--- config.mk ---
export PLATFORM = sky130hd
export DESIGN_NAME = negate_serial
export DESIGN_NICKNAME = d
export VERILOG_FILES = /design/src/rtl/negate_serial.sv
export SDC_FILE = /design/constraint.sdc
export NUM_CORES = 1
export LEC_CHECK = 0
export ABC_CLOCK_PERIOD_IN_PS = 2400
export CAP_MARGIN = 20
export CORE_UTILIZATION = 60
export DETAILED_ROUTE_END_ITERATION = 8
export DONT_BUFFER_PORTS = 1
export PLACE_DENSITY = 0.76
export REMOVE_ABC_BUFFERS = 1
export SYNTH_ARGS = -nofsm -noshare
export SYNTH_HDL_FRONTEND = slang
export SYNTH_SLANG_ARGS = --single-unit
--- constraint.sdc ---
create_clock -name clk -period 2.4 [get_ports clk]
set_clock_uncertainty 0.05 [all_clocks]
set_input_delay 0.48 -clock clk [delete_from_list [all_inputs] [get_ports clk]]
set_output_delay 0.48 -clock clk [all_outputs]
set_load 0.05 [all_outputs]
--- src/rtl/negate_serial.sv ---
// Serial two's-complement negation unit, BPC bits per cycle, LSB first, valid/ready on both sides.
// Optional overflow flag output is enabled by defining NEGATE_OVF_FLAG_EN.
module negate_serial #(
  parameter int unsigned WIDTH = 32,
  parameter int unsigned BPC   = 1
) (
  input  logic             clk,
  input  logic             reset,
  input  logic             in_valid,
  output logic             in_ready,
  input  logic [WIDTH-1:0] in_num,
  input  logic             in_neg,
  output logic             out_valid,
  input  logic             out_ready,
  output logic [WIDTH-1:0] out_res,
  output logic             busy
`ifdef NEGATE_OVF_FLAG_EN
  ,
  output logic             ovf
`endif
);

  localparam int unsigned NCHUNK = WIDTH / BPC;
  localparam int unsigned IDXW   = (NCHUNK > 1) ? $clog2(NCHUNK) : 1;
  localparam logic [IDXW-1:0] LAST_IDX = IDXW'(NCHUNK - 1);

  typedef enum logic [1:0] {
    IDLE,
    NEG,
    DONE
  } state_t;

  state_t           state, state_nxt;
  logic [WIDTH-1:0] shreg;
  logic [WIDTH-1:0] shreg_nxt;
  logic             seen_one;
  logic             seen_acc;
  logic [IDXW-1:0]  idx;
  logic [BPC-1:0]   chunk_res;

  // Bits copy until the first 1 has been seen (inclusive), then invert.
  // Result chunks enter at the MSB end so the register holds -x after NCHUNK shifts.
  always_comb begin
    seen_acc  = seen_one;
    chunk_res = '0;
    for (int unsigned i = 0; i < BPC; i++) begin
      chunk_res[i] = shreg[i] ^ seen_acc;
      seen_acc     = seen_acc | shreg[i];
    end
    shreg_nxt = (shreg >> BPC) | (WIDTH'(chunk_res) << (WIDTH - BPC));
  end

  always_comb begin
    state_nxt = state;
    case (state)
      IDLE:    if (in_valid) state_nxt = in_neg ? NEG : DONE;
      NEG:     if (idx == LAST_IDX) state_nxt = DONE;
      DONE:    if (out_ready) state_nxt = IDLE;
      default: state_nxt = IDLE;
    endcase
  end

  assign in_ready  = (state == IDLE);
  assign out_valid = (state == DONE);
  assign busy      = (state != IDLE);

  always_ff @(posedge clk) begin
    if (reset) state <= IDLE;
    else       state <= state_nxt;
  end

  always_ff @(posedge clk) begin
    if (reset) begin
      shreg    <= '0;
      seen_one <= 1'b0;
      idx      <= '0;
      out_res  <= '0;
    end else begin
      case (state)
        IDLE: begin
          if (in_valid) begin
            if (in_neg) begin
              shreg    <= in_num;
              seen_one <= 1'b0;
              idx      <= '0;
            end else begin
              out_res  <= in_num;
            end
          end
        end
        NEG: begin
          shreg    <= shreg_nxt;
          seen_one <= seen_acc;
          idx      <= idx + 1'b1;
          if (idx == LAST_IDX) out_res <= shreg_nxt;
        end
        default: ;
      endcase
    end
  end

`ifdef NEGATE_OVF_FLAG_EN
  always_ff @(posedge clk) begin
    if (reset) begin
      ovf <= 1'b0;
    end else if (state == IDLE && in_valid) begin
      ovf <= in_neg && (in_num == {1'b1, {(WIDTH-1){1'b0}}});
    end else if (state == DONE && out_ready) begin
      ovf <= 1'b0;
    end
  end
`endif

endmodule

# Yosys cells after proc, flatten, opt, wreduce, memory -nomap -nowiden
# Cells that the tools add are included.
# word_totals
ff_bits	72
inputBits	37
output_inout_bits	35
wordCells	41
# op_classes
addsub	1
n_eq_ne	8
n_mux	18
bitwise	3
reduce_logical	6
# ops
op	n
32-bit 2-to-1 mux	5
32-bit case mux with 2 select lines	2
31-bit by 32-bit bitwise OR with 32-bit output	1
5-bit 2-to-1 mux	2
5-bit case mux with 2 select lines	1
2-bit 2-to-1 mux	4
2-bit inequality test (second input constant)	3
2-bit case mux with 3 select lines	1
3-bit AND reduction	2
5-bit by 1-bit adder with 5-bit output (second input constant)	1
5-bit equality test (second input constant)	1
2-bit by 1-bit inequality test with 1-bit output (second input constant)	2
4-bit AND reduction	1
2-bit nonzero test	2
2-bit by 1-bit equality test with 1-bit output (second input constant)	1
2-bit equality test (second input constant)	1
2-bit logical NOT	1
1-bit 2-to-1 mux	2
1-bit case mux with 2 select lines	1
1-bit bitwise OR	1
1-bit XOR	1

# Depth between registers and ports, before layout
# depth
ltp_word	4
depth_mapped	8
depth_no_buf	6

# Worst setup path after synthesis
# OpenSTA, ideal clock, no wires.
# synth_path
kind	reg2out
start	register state[1]
end	output in_ready
t_arrival_ns	1.625
required_ns	1.870
setup_slack_ns	0.245
path_stages_with_launch	6
n_path_buf	2
path_cell_list	dfxtp_1 > buf_6 > inv_1 > clkbuf_1 > nand2_1 > inv_1
# synth_between
elab_chain_cells	1
# synth_lines
item	line	source
from (decl)	33	state_t state, state_nxt;
from (signal assigned)	69	else state <= state_nxt;
2-bit logical NOT	63	assign in_ready = (state == IDLE);
to (decl)	10	output logic in_ready,
# No other way between the ends.

# Final worst setup path
# Same ends and word-level chain as after synthesis.

==> summary.txt <==
Status
  • Status: finished clean

Power and ir drop
  • PwrDens: 807 mW/mm^2
  • Leakage: 1.34 nW
  • Peak VDD IR: 451 uV

Clock network
  • CTS Buf Count: 9
  • Cts repair resizes: 0
  • Maximum buffer depth of the clock tree: 2
  • CTS clock-pin slew for the worst setup and hold paths: 90 ps
  • Setup bufs post-CTS: 0
  • Depth of the CTS H-tree: 3
  • CTS tree: yes
  • Root Buffer: clkbuf_8
  • Clk Latency, worst-skew pair: 350 ps
  • CTS Sinks: 72
  • Hold-fix buffers at CTS: 0

Finish
  • Final core utilization: 67.4%
  • Ant. Diodes: 0
  • Area Overhead vs Synth: 5.96%
  • Nets@finish: 445
  • Share of post-route cells with drive strength above 1: 17.6%
  • Fillers: 467

Routing
  • WL final: 9.14 mm
  • TritonRoute pass-1 iters: 5
  • Via count: 3209
  • DR vias/cell: 6.66
  • DR WL/cell: 19.0 um
  • DRC viols: 0
  • DR iter-0 viols: 279
  • Post-route ant nets: 0

Place
  • Port Buf Inserts: 0
  • Final Wtd Congestion: 0.798
  • Detailed Place HPWL: 5.63 mm
  • Post-place setup slack: 459 ps

Logic synthesis
  • Synth warnings: 0
  • Distinct cells, synth: 32
  • Sequential area share after synthesis: 40.4%
  • Yosys reg bits: 72
  • Yosys top cell area share: 40.4%
  • Avg Cell Area, Syn: 8.45 um^2
  • Synth cell count leaders: dfxtp_1, a21oi_1, nand2_1
  • Cell count after synthesis: 422
  • Post-synth EDFFs: 0
  • Most frequent cell after synthesis: dfxtp_1
  • Synth area leader: dfxtp_1
  • Post-Syn Area: 0.00357 mm^2
  • Top_reg_cell synth: dfxtp_1
  • Post-synthesis async set-or-reset flop share: 0%
  • Synth top area cells: dfxtp_1, a211oi_2, a21oi_1

Setup path
  • R2r endpoint: out_res[22]
  • Crit path launch type: flip-flop
  • CP Capture Type: output port
  • Worst path arrival time: 1570 ps
  • CP Cell Sequence: buf_4 -> inv_1 -> nand2_1 -> inv_1 -> buf_4
  • RR Startpoint: idx[0]
  • R2R setup slack: 440 ps
  • Critical Path End: in_ready
  • Crit Path Category: reg2out
  • R2R depth: 7
  • Crit Path Max Fanout: 13
  • Critical Path RT: 1870 ps
  • CP max stage delay: 600 ps
  • Setup crit start: state[1]
  • Slowest cell on crit path: dfxtp_1

Timing
  • Max-slew violations: 0
  • Final period utilization: 87.6%
  • Slew headroom: 63.0%
  • Worst-margin pin slew: 554 ps
  • Setup ws final: 298 ps
  • Final setup violating endpoints: 0
  • Final min period: 2100 ps
  • Fmax: 476 MHz
  • RSZ-0062 raised after global routing: no
  • Fin. Hold Viols: 0

Global route
  • All-layer global routing usage: 30.7%
  • Overflow after GRT: 0
  • First-pass GRT wire length: 14.9 mm
  • Met3 Track Usage GR: 6.90%
  • Initial antenna violation count: 0
  • Met1 usage: 40.2%
  • Largest net degree at the start of global routing: 73
  • GR peak layer: met2
  • Met2 Resource Use GR: 47.8%
  • Vias in the first global route: 3101

Worst hold path
  • Hold crit path type: in2reg
  • Hold Path Depth: 1

Flow run
  • Max Cap Violations: 0

Floorplanning
  • Io pins: 72
  • Die Height: 79.1 um
  • Core area: 0.00561 mm^2
  • Initial core utilization: 63.6%
  • Row count: 27
  • Die area: 0.00626 mm^2
  • Chip width: 79.1 um
==> state kept, by name, indices dropped and copies added (netlist names) <==
register  flops
out_res      32
shreg        32
idx           5
state         2
seen_one      1
==> worst min-delay path by stage <==
stage                         from          to  slack (ps)
after floorplan           seen_one    seen_one         400
after global placement    seen_one    seen_one         410
after detailed placement  seen_one    seen_one         420
after CTS                    reset    shreg[3]         130
after global routing         reset  out_res[1]         130
final                        reset    shreg[3]         150
==> per-stage QoR <==
| stage | cell area [um^2] | instances | hold WS (ps) | power, mW | TNS, ps |
|---|---|---|---|---|---|
| final | 3780 | 482 | 145 | 3.05 | 0 |
| after global routing | 3780 | 482 | 131 | 3.17 | 0 |
| after CTS | 3780 | 482 | 130 | 3.06 | 0 |
| after detailed placement | 3560 | 466 | 425 | 1.99 | 0 |
| after global placement | 3560 | 466 | 408 | 1.98 | 0 |
| after floorplan | 3310 | 375 | 398 | 1.86 | -976 |
==> critical path: cells and delay by family (launching register included) <==
kind	cells	cell delay, ps
flip-flops	1	600
buffers and inverters	4	540
AND/OR/NAND/NOR	1	80
==> cell type report <==
cell class | count | area [um^2] | area share [%]
timing repair buffer | 19 | 155 | 4.11
sequential | 72 | 1440 | 38.1
clock inverter | 6 | 91.3 | 2.42
clock buffer | 10 | 128 | 3.38
tap | 72 | 90.1 | 2.38
inverter | 5 | 18.8 | 0.497
multi-input combinational | 298 | 1850 | 49.1
==> logic make-up after synthesis <==
group / after synthesis / synth area share [%]
AO/OA/AOI/OAI: 176 / 34.7
adder cells (fa/ha/maj): 3 / 1.05
buffers and inverters: 52 / 7.65
flip-flops: 72 / 40.4
AND/OR/NAND/NOR: 119 / 16.2
==> report_power, final <==
group          switching (mW)  internal [mW]  total [mW]
Sequential              0.225           1.30        1.52
Clock                   0.482          0.593        1.08
Combinational           0.275          0.176       0.451
Total                   0.982           2.07        3.05
==> cells in the final DEF (no fill, tap or decap), drive strengths merged <==
cell and count:
nor4b 1, nor3b 1, or3b 1, nand2b 3, clkinv 3, a21o 1, buf 19, nor2b 2
a21oi 70, bufinv 2, nand3 2, dfxtp 72, a31oi 2, and3b 1, or3 1, inv 6
ha 3, nor3 33, nor2 3, o21ai 38, a311oi 32, and3 1, clkbuf 10, and2b 2
a211oi 33, nand2 68
==> routing by layer <==
layer	routed length, um	vias up
met5	0	-
met1	3900	1529
met4	197	0
met2	4290	144
li1	-	1514
met3	748	22
Note: power is estimated with default switching activity, not from simulation.
